## src/rtl/rca_pkg.sv

```systemverilog
// Shared definitions for the adder result serializer: widths, frame size,
// state encoding and the running-checksum helper.
package rca_pkg;

  localparam int RCA_WIDTH = 32;
  localparam int RCA_NDATA = RCA_WIDTH / 8 + 1;

  typedef enum logic [1:0] {
    IDLE = 2'd0,
    DATA = 2'd1,
    CHK  = 2'd2
  } state_t;

  // Fold one frame byte into the running XOR checksum.
  function automatic logic [7:0] chk_update(input logic [7:0] chk, input logic [7:0] b);
    return chk ^ b;
  endfunction

endpackage

```

## src/rtl/rca_result_serializer_if.sv

```systemverilog
// Byte-wide valid/ready link carrying the serialized result frame.
interface rca_result_serializer_if;

  logic [7:0] tx_data;
  logic       tx_valid;
  logic       tx_ready;
  logic       tx_last;

  modport master (
    output tx_data,
    output tx_valid,
    output tx_last,
    input  tx_ready
  );

  modport slave (
    input  tx_data,
    input  tx_valid,
    input  tx_last,
    output tx_ready
  );

endinterface

```

## src/rtl/rca_result_serializer.sv

```systemverilog
// Captures one {cout, sum} adder result on a strobe and streams it out
// LSB byte first over an 8-bit valid/ready link, followed by an XOR
// checksum byte flagged with tx_last. All outputs come straight from flops.
module rca_result_serializer
  import rca_pkg::*;
#(
  parameter int WIDTH = RCA_WIDTH
) (
  input  logic                       clk,
  input  logic                       rst_n,
  input  logic                       ena,
  input  logic                       cap_valid,
  input  logic [WIDTH-1:0]           cap_sum,
  input  logic                       cap_cout,
  rca_result_serializer_if.master    tx,
  output logic                       busy,
  output logic                       err_drop,
  input  logic                       clr_err
);

  localparam int NDATA = WIDTH / 8 + 1;
  localparam int SH_W  = NDATA * 8;
  localparam int CNT_W = (NDATA > 2) ? $clog2(NDATA) : 1;
  localparam logic [CNT_W-1:0] CNT_LAST = CNT_W'(NDATA - 1);

  state_t            state_r, state_s;
  logic [SH_W-1:0]   shreg_r, shreg_s;
  logic [CNT_W-1:0]  cnt_r, cnt_s;
  logic [7:0]        chk_r, chk_s;

  logic [7:0]        tx_data_r, tx_data_s;
  logic              tx_valid_r, tx_valid_s;
  logic              tx_last_r, tx_last_s;
  logic              busy_r, busy_s;
  logic              err_drop_r, err_drop_s;

  logic              xfer_s;
  logic              accept_s;
  logic              drop_s;

  // Handshake qualifiers: byte transfer, capture acceptance and lost strobes.
  always_comb begin
    xfer_s   = tx_valid_r & tx.tx_ready;
    accept_s = ena & cap_valid &
               ((state_r == IDLE) | ((state_r == CHK) & tx.tx_ready));
    drop_s   = ena & cap_valid & ~accept_s;
  end

  // Next-state, datapath and next-output computation; a held byte keeps
  // everything frozen until the sink takes it.
  always_comb begin
    state_s    = state_r;
    shreg_s    = shreg_r;
    cnt_s      = cnt_r;
    chk_s      = chk_r;
    tx_data_s  = 8'h00;
    tx_valid_s = 1'b0;
    tx_last_s  = 1'b0;
    busy_s     = 1'b0;
    err_drop_s = err_drop_r;

    case (state_r)
      IDLE: begin
        state_s = IDLE;
      end
      DATA: begin
        if (xfer_s) begin
          shreg_s = {8'h00, shreg_r[SH_W-1:8]};
          chk_s   = chk_update(chk_r, shreg_r[7:0]);
          cnt_s   = cnt_r + {{(CNT_W-1){1'b0}}, 1'b1};
          if (cnt_r == CNT_LAST) begin
            state_s = CHK;
          end else begin
            state_s = DATA;
          end
        end else begin
          state_s = DATA;
        end
      end
      CHK: begin
        if (xfer_s) begin
          state_s = IDLE;
        end else begin
          state_s = CHK;
        end
      end
      default: begin
        state_s = IDLE;
      end
    endcase

    // A capture overrides the above: only legal from IDLE or on the
    // checksum transfer, which gives back-to-back frames with no bubble.
    if (accept_s) begin
      shreg_s = {7'b0000000, cap_cout, cap_sum};
      cnt_s   = {CNT_W{1'b0}};
      chk_s   = 8'h00;
      state_s = DATA;
    end else begin
      state_s = state_s;
    end

    // Outputs are a decode of the next state so they can be registered.
    case (state_s)
      DATA: begin
        tx_data_s  = shreg_s[7:0];
        tx_valid_s = 1'b1;
        tx_last_s  = 1'b0;
        busy_s     = 1'b1;
      end
      CHK: begin
        tx_data_s  = chk_s;
        tx_valid_s = 1'b1;
        tx_last_s  = 1'b1;
        busy_s     = 1'b1;
      end
      default: begin
        tx_data_s  = 8'h00;
        tx_valid_s = 1'b0;
        tx_last_s  = 1'b0;
        busy_s     = 1'b0;
      end
    endcase

    // A drop in the same cycle as a clear leaves the flag set.
    if (drop_s) begin
      err_drop_s = 1'b1;
    end else if (clr_err) begin
      err_drop_s = 1'b0;
    end else begin
      err_drop_s = err_drop_r;
    end
  end

  // State, datapath and output registers; reset abandons any frame in flight.
  always_ff @(posedge clk or negedge rst_n) begin
    if (!rst_n) begin
      state_r    <= IDLE;
      shreg_r    <= {SH_W{1'b0}};
      cnt_r      <= {CNT_W{1'b0}};
      chk_r      <= 8'h00;
      tx_data_r  <= 8'h00;
      tx_valid_r <= 1'b0;
      tx_last_r  <= 1'b0;
      busy_r     <= 1'b0;
      err_drop_r <= 1'b0;
    end else begin
      state_r    <= state_s;
      shreg_r    <= shreg_s;
      cnt_r      <= cnt_s;
      chk_r      <= chk_s;
      tx_data_r  <= tx_data_s;
      tx_valid_r <= tx_valid_s;
      tx_last_r  <= tx_last_s;
      busy_r     <= busy_s;
      err_drop_r <= err_drop_s;
    end
  end

  assign tx.tx_data  = tx_data_r;
  assign tx.tx_valid = tx_valid_r;
  assign tx.tx_last  = tx_last_r;
  assign busy        = busy_r;
  assign err_drop    = err_drop_r;

endmodule
```

## src/flat_wrapper.sv

```systemverilog
// flat-port wrapper written by rule: the top's interface ports become plain ports
module rca_result_serializer_flat import rca_pkg::*;
#(
  parameter int WIDTH = RCA_WIDTH
)
  (clk, rst_n, ena, cap_valid, cap_sum, cap_cout, busy, err_drop, clr_err, tx_tx_data, tx_tx_valid, tx_tx_last, tx_tx_ready);
  rca_result_serializer_if tx_i ();
  input  logic clk;
  input  logic rst_n;
  input  logic ena;
  input  logic cap_valid;
  input  logic [WIDTH-1:0] cap_sum;
  input  logic cap_cout;
  output logic busy;
  output logic err_drop;
  input  logic clr_err;
  output wire logic [$bits(tx_i.tx_data)-1:0] tx_tx_data;
  output wire logic [$bits(tx_i.tx_valid)-1:0] tx_tx_valid;
  output wire logic [$bits(tx_i.tx_last)-1:0] tx_tx_last;
  input wire logic [$bits(tx_i.tx_ready)-1:0] tx_tx_ready;
  assign tx_tx_data = tx_i.tx_data;
  assign tx_tx_valid = tx_i.tx_valid;
  assign tx_tx_last = tx_i.tx_last;
  assign tx_i.tx_ready = tx_tx_ready;
  rca_result_serializer #(.WIDTH(WIDTH)) u_core (.clk(clk), .rst_n(rst_n), .ena(ena), .cap_valid(cap_valid), .cap_sum(cap_sum), .cap_cout(cap_cout), .tx(tx_i), .busy(busy), .err_drop(err_drop), .clr_err(clr_err));
endmodule
```

## config.mk

```make
export PLATFORM = sky130hd
export DESIGN_NAME = rca_result_serializer_flat
export DESIGN_NICKNAME = d
export VERILOG_FILES = /design/src/rtl/rca_pkg.sv /design/src/rtl/rca_result_serializer_if.sv /design/src/rtl/rca_result_serializer.sv /design/src/flat_wrapper.sv
export SDC_FILE = /design/constraint.sdc
export NUM_CORES = 1
export LEC_CHECK = 0
export BUFFER_PORTS_ARGS = -buffer_cell sky130_fd_sc_hd__buf_2
export CAP_MARGIN = 20
export CORE_ASPECT_RATIO = 0.8
export CORE_MARGIN = 2
export CORE_UTILIZATION = 50
export CTS_CLUSTER_SIZE = 12
export DETAILED_ROUTE_END_ITERATION = 10
export GPL_TIMING_DRIVEN = 0
export PLACE_DENSITY = 0.81
export SYNTH_ARGS = -nofsm -noshare
export SYNTH_HDL_FRONTEND = slang
export SYNTH_SLANG_ARGS = --single-unit
```

## constraint.sdc

```tcl
create_clock -name clk -period 2.6 [get_ports clk]
set_input_delay 0.52 -clock clk [delete_from_list [all_inputs] [get_ports clk]]
set_output_delay 0.52 -clock clk [all_outputs]
set_load 0.1 [all_outputs]
```

Word level (Yosys, flattened, before mapping) --
Cells that the tools add are included.
Cells by class: mux-type cells 19, reduce and logical (&&, ||, !) cells 6, bitwise logic cells 8, add/subtract/negate cells 1, equality and inequality tests 5
Operators with widths (number):
- 40-bit 2-to-1 mux | 3
- 8-bit 2-to-1 mux | 3
- 8-bit one-hot mux with 2 select lines | 1
- 3-bit 2-to-1 mux | 3
- 2-bit 2-to-1 mux | 4
- 8-bit XOR | 1
- 2-bit nonzero test | 3
- 1-bit bitwise AND | 5
- 2-bit by 1-bit == test with 1-bit output, second input constant | 2
- 2-bit == test, second input constant | 2
- 1-bit 2-to-1 mux | 4
- 2-bit one-hot mux with 2 select lines | 1
- 3-bit by 1-bit adder with 3-bit output, second input constant | 1
- 3-bit == test, second input constant | 1
- 2-bit logical NOT | 1
- 2-bit AND reduction | 1
- 2-bit OR reduction | 1
- 1-bit inverter | 1
- 1-bit OR | 1
Storage, ports and cells: input port bits 39, word-level logic and storage cells 48, bits in registers 64

Longest topological paths before layout --
depth in word-level cells 8, depth in mapped cells 12

Least setup slack after synthesis --
No wires, ideal clock.
kind reg-to-reg, start point register u_core.tx_valid_r, in the netlist u_core.tx.tx_valid, end point register u_core.tx_data_r[5], in the netlist u_core.tx.tx_data[5], stages on the path, launching flop included 10, arrival 2.602 ns, clock period less this slack 2.692 ns, setup time 0.090 ns, data required time 2.510 ns, setup slack -0.092 ns, cell sequence dfrtp_1 -> buf_2 -> nand2_1 -> o2bb2ai_1 -> and3_1 -> ha_1 -> nor2b_1 -> clkbuf_1 -> o21ai_2 -> o221ai_1
Between the ends: cells in the longest elaborated chain, start to end 6
RTL lines:
- from (decl) | RTL line rca_result_serializer.sv:32 | logic tx_valid_r, tx_valid_s;
- from (signal assigned) | RTL line rca_result_serializer.sv:153 | tx_valid_r <= tx_valid_s;
- 1-bit bitwise AND * | RTL line rca_result_serializer.sv:43 | xfer_s = tx_valid_r & tx.tx_ready;
- 2-bit 2-to-1 mux, on equally long branches | RTL line rca_result_serializer.sv:81, rca_result_serializer.sv:67
- 2-bit one-hot mux with 2 select lines * | RTL line rca_result_serializer.sv:62 | case (state_r)
- 2-bit 2-to-1 mux * | RTL line rca_result_serializer.sv:94 | if (accept_s) begin
- named net u_core.state_s[1] | RTL line rca_result_serializer.sv:26 | state_t state_r, state_s;
- 2-bit == test / 2-bit by 1-bit == test with 1-bit output (equally long branches) | RTL line rca_result_serializer.sv:104 | case (state_s)
- 8-bit one-hot mux with 2 select lines * | RTL line rca_result_serializer.sv:104
- named net u_core.tx_data_s[5] | RTL line rca_result_serializer.sv:31 | logic [7:0] tx_data_r, tx_data_s;
- to (signal assigned) | RTL line rca_result_serializer.sv:152 | tx_data_r <= tx_data_s;
- to (decl) | RTL line rca_result_serializer.sv:31
The timed path passes the listed nets; every way through them passes the cells marked *. The select of a mux whose other input is x is not followed. A chain may end at the register's enable or synchronous reset.

Worst setup path after layout --
start point register u_core.state_r[0], end point register u_core.tx_data_r[0], in the netlist u_core.tx.tx_data[0]
Between the ends: cells in the longest elaborated chain, start to end 7
RTL lines:
- from (decl) | RTL line rca_result_serializer.sv:26
- from (signal assigned) | RTL line rca_result_serializer.sv:148 | state_r <= state_s;
- 2-bit == test | RTL line rca_result_serializer.sv:45, rca_result_serializer.sv:62
- 1-bit bitwise AND | RTL line rca_result_serializer.sv:45 | ((state_r == IDLE) | ((state_r == CHK) & tx.tx_ready));
- 1-bit OR | RTL line rca_result_serializer.sv:45
- 1-bit bitwise AND | RTL line rca_result_serializer.sv:44 | accept_s = ena & cap_valid &
- 2-bit 2-to-1 mux * | RTL line rca_result_serializer.sv:94
- named net u_core.state_s[0] | RTL line rca_result_serializer.sv:26
- 2-bit == test / 2-bit by 1-bit == test with 1-bit output (equally long branches) | RTL line rca_result_serializer.sv:104
- 8-bit one-hot mux with 2 select lines * | RTL line rca_result_serializer.sv:104
- named net u_core.tx_data_s[0] | RTL line rca_result_serializer.sv:31
Marked as above.

==> impl_results.md <==
* Syn Std Cell Area at 2716 sq um
* Max Slew Vio Count at 0
* Crit end category: flop
* Top FF cell, synth: dfrtp_1
* CTS root buf: clkbuf_8
* Largest family of logic cells by synthesized area: simple AND/OR/NAND/NOR gates
* Design Area, Final at 3312 sq um
* Final WL at 7.078 mm
* Pre-CTS setup slack at -0.2456 ns
* Slew at the pin closest to its max-slew limit at 0.6424 ns
* Antenna-violating nets left at 0
* Adder-cell share of the synthesized area at 3.224%
* Number of global-route vias before repair at 2274
* First-pass GRT wire length at 11.18 mm
* Commonest cells post-synth: 57 x dfrtp_1, 28 x nand3_1, 26 x mux2i_1
* Critical Path Slowest Stage Cell: dfrtp_1
* Pwr per Cell Area at 712.7 nW/um^2
* Post-route minimum period at 2.480 ns
* Hpwl dp at 4.783 mm
* CP Cell Sequence: inv_1 -> ha_1 -> a21o_1 -> clkbuf_4 -> nand2_1 -> buf_2 -> nand2_1 -> ha_1 -> nor2b_1 -> clkbuf_4 -> o21ai_4 -> o221ai_1
* Synth cell types at 30
* CP Launch Type: flop
* Max incr delay on CP at 0.37 ns
* DR vias at 2348
* Highest clock rate at 403.3 MHz
* R2R setup slack at 0.12 ns
* Final setup TNS at 0 ns
* 1st-iter DRT viols at 223
* IO Port Bufs at 50
* Largest net degree at the start of global routing at 31
* Final Skew at 0.005395 ns
* GRT Overall Usage at 24.44%
* Async SR Flop Fraction at 100.0%
* Dominant cells by area after synthesis: dfrtp_1 53%, mux2i_1 9.6%, nand3_1 5.2%
* Chip Height at 69.93 um
* Portion of netlist area occupied by mux cells at 9.581%
* Worst skew pair latency at 0.35 ns
* Initial cell density of the core at 53.03%
* Nets at 368
* Final WS setup at 0.1204 ns
* Final hold violations at 0
* Die W at 86.41 um
* Post-synth EDFFs at 0
* WP buf/inv at 4
* Die ar. at 6042 sq um
* H-Tree Depth at 3
* CP delay by family, top: buffers and inverters
* Antenna violations before repair at 0
* Crit Path Class: reg -> reg
* GRT overflow at 0
* Syn nets at 305
* Antenna cells at 0
* Area share of the largest cell type after synthesis at 52.51%
* Drt pass-1 iters at 5
* Critical Path RT at 2.80 ns
* Vias per cell at 6.036
* CTS Hold Bufs at 0
* Min-delay worst type: in -> async
* Synthesized flop and latch total at 57
* Avg Synthesized Cell Area at 10.49 sq um
* Max cap viols at 0
* Worst rel slew slack at 57.17%
* CTS buffer count at 9
* Xor/xnor share of the synthesized area at 3.224%
* GPL Wtd Cong at 0.8605
* Layout area overhead at 21.93%
* Placed Area at 3065 sq um
* P_leak at 0.001700 uW
* DR WL/cell at 18.20 um
* Fin crit share at 95.37%
* Filler Cell Count at 437
* Status: complete, no violations
* Ratio of cells with drive above 1 in the final layout at 28.75%
* Core area at 5122 sq um
* # setup viols final at 0
* I/O Pins at 51
* Sequential element share of the synthesized area at 52.51%
* Hold_ws at 0.1904 ns
* CTS Buffer Depth at 2
* Synth Area in Compound Gates at 11.01%
* CTS sink cnt at 57
* RSZ-0062 raised after global routing: false
* Row cnt at 23
* Maximum vdd drop at 0.3648 mV
* Area leader, netlist: dfrtp_1
* Synth Area in Simple Gates at 14.88%
* WP data arrival at 2.68 ns
* Synth warn at 0
* Clock slew at reported path FFs at 0.07 ns
* Cell count after synthesis at 259
* Most common cell in the netlist: dfrtp_1
* CTS tree: done
* Residual DRC count at 0
* CP max FO at 10
[sequential cells by signal, indices dropped and copies added, names as in the netlist]
register            count
u_core.shreg_r         33
u_core.state_r          2
u_core.err_drop         1
u_core.tx.tx_data       8
u_core.chk_r            8
u_core.cnt_r            3
u_core.tx.tx_last       1
u_core.tx.tx_valid      1
[layout by cell type (no fill, tap or decap), types with 2 or more instances in the layout]
master       n
buf_2       59
dfrtp_1     56
nand3_1     28
mux2i_1     26
o21ai_0     25
nand4_1     18
nand2_1     12
nor2_1      11
clkbuf_8    10
xor2_1       9
nor3_1       8
a21oi_1      8
inv_1        7
buf_4        6
o221ai_1     6
ha_1         6
clkbuf_1     4
clkbuf_4     3
o221ai_2     2
clkinv_2     2
clkinvlp_4   2
[worst register-to-register path: stages (launching register included)]
cell	delay (ns)
dfrtp_1	0.37
inv_1	0.07
ha_1	0.24
a21o_1	0.17
clkbuf_4	0.19
nand2_1	0.09
buf_2	0.23
nand2_1	0.11
ha_1	0.20
nor2b_1	0.13
clkbuf_4	0.20
o21ai_4	0.16
o221ai_1	0.18
[final timing paths]
kind                                    from              endpoint  cells after the start
setup reg to reg           u_core.state_r[0]  u_core.tx.tx_data[0]                     12
max in group asynchronous              rst_n    u_core.tx.tx_valid                      2
setup / recovery           u_core.state_r[0]  u_core.tx.tx_data[0]                     12
min in group clk                     clr_err       u_core.err_drop                      2
hold reg to reg              u_core.err_drop       u_core.err_drop                      2
hold / removal                         rst_n    u_core.shreg_r[11]                      1
[cells by family after synthesis]
| family | count (synthesis) |
|---|---|
| fa+ha+maj | 7 |
| xor+xnor | 10 |
| compound gates | 48 |
| flops | 57 |
| simple gates | 81 |
| mux | 26 |
| buf+inv | 30 |
[timing repair]
| action | in CTS | in global routing |
|---|---|---|
| setup buffers | 0 | 1 |
| endpoints found under the setup margin | 8 | 8 |
| cloned | 0 | 0 |
| pin swaps | 0 | 1 |
| gates resized for setup | 3 | 10 |
[final cells by class]
class,instances,area (sq um),share of cell area [%]
Tap cell,62,77.57,2.342
Multi-Input combinational cell,172,1170,35.32
Buffer,23,136.4,4.118
Timing Repair Buffer,52,277.8,8.387
Inverter,7,26.28,0.7934
Clock buffer,11,141.4,4.269
Clock inverter,5,55.05,1.662
Sequential cell,57,1428,43.11
[power breakdown]
part | leakage [uW] | switching (uW) | internal (uW) | total [uW]
registers | 0.000728 | 84.5 | 1020 | 1100
logic | 0.000877 | 281 | 149 | 430
clock network | 0.0000953 | 364 | 465 | 829
[metrics by stage]
stage / instances / total power [uW] / utilization [%]
floorplan: 259 / 1372 / -
global placement: 371 / 1499 / 59.45
global route: 389 / 2452 / 64.66
finish: 389 / 2360 / 64.66
CTS: 388 / 2355 / 63.87
detailed placement: 372 / 1524 / 59.84
[metal layers]
layer / wire [um] / share of wire, % / GRT usage [%]
met4: 182 / 2.6 / 5.903
met3: 596 / 8.4 / 8.865
met2: 3314 / 47 / 37.18
met1: 2985 / 42 / 33.44
met5: 0 / 0 / 0
(Power assumes the default switching activity.)
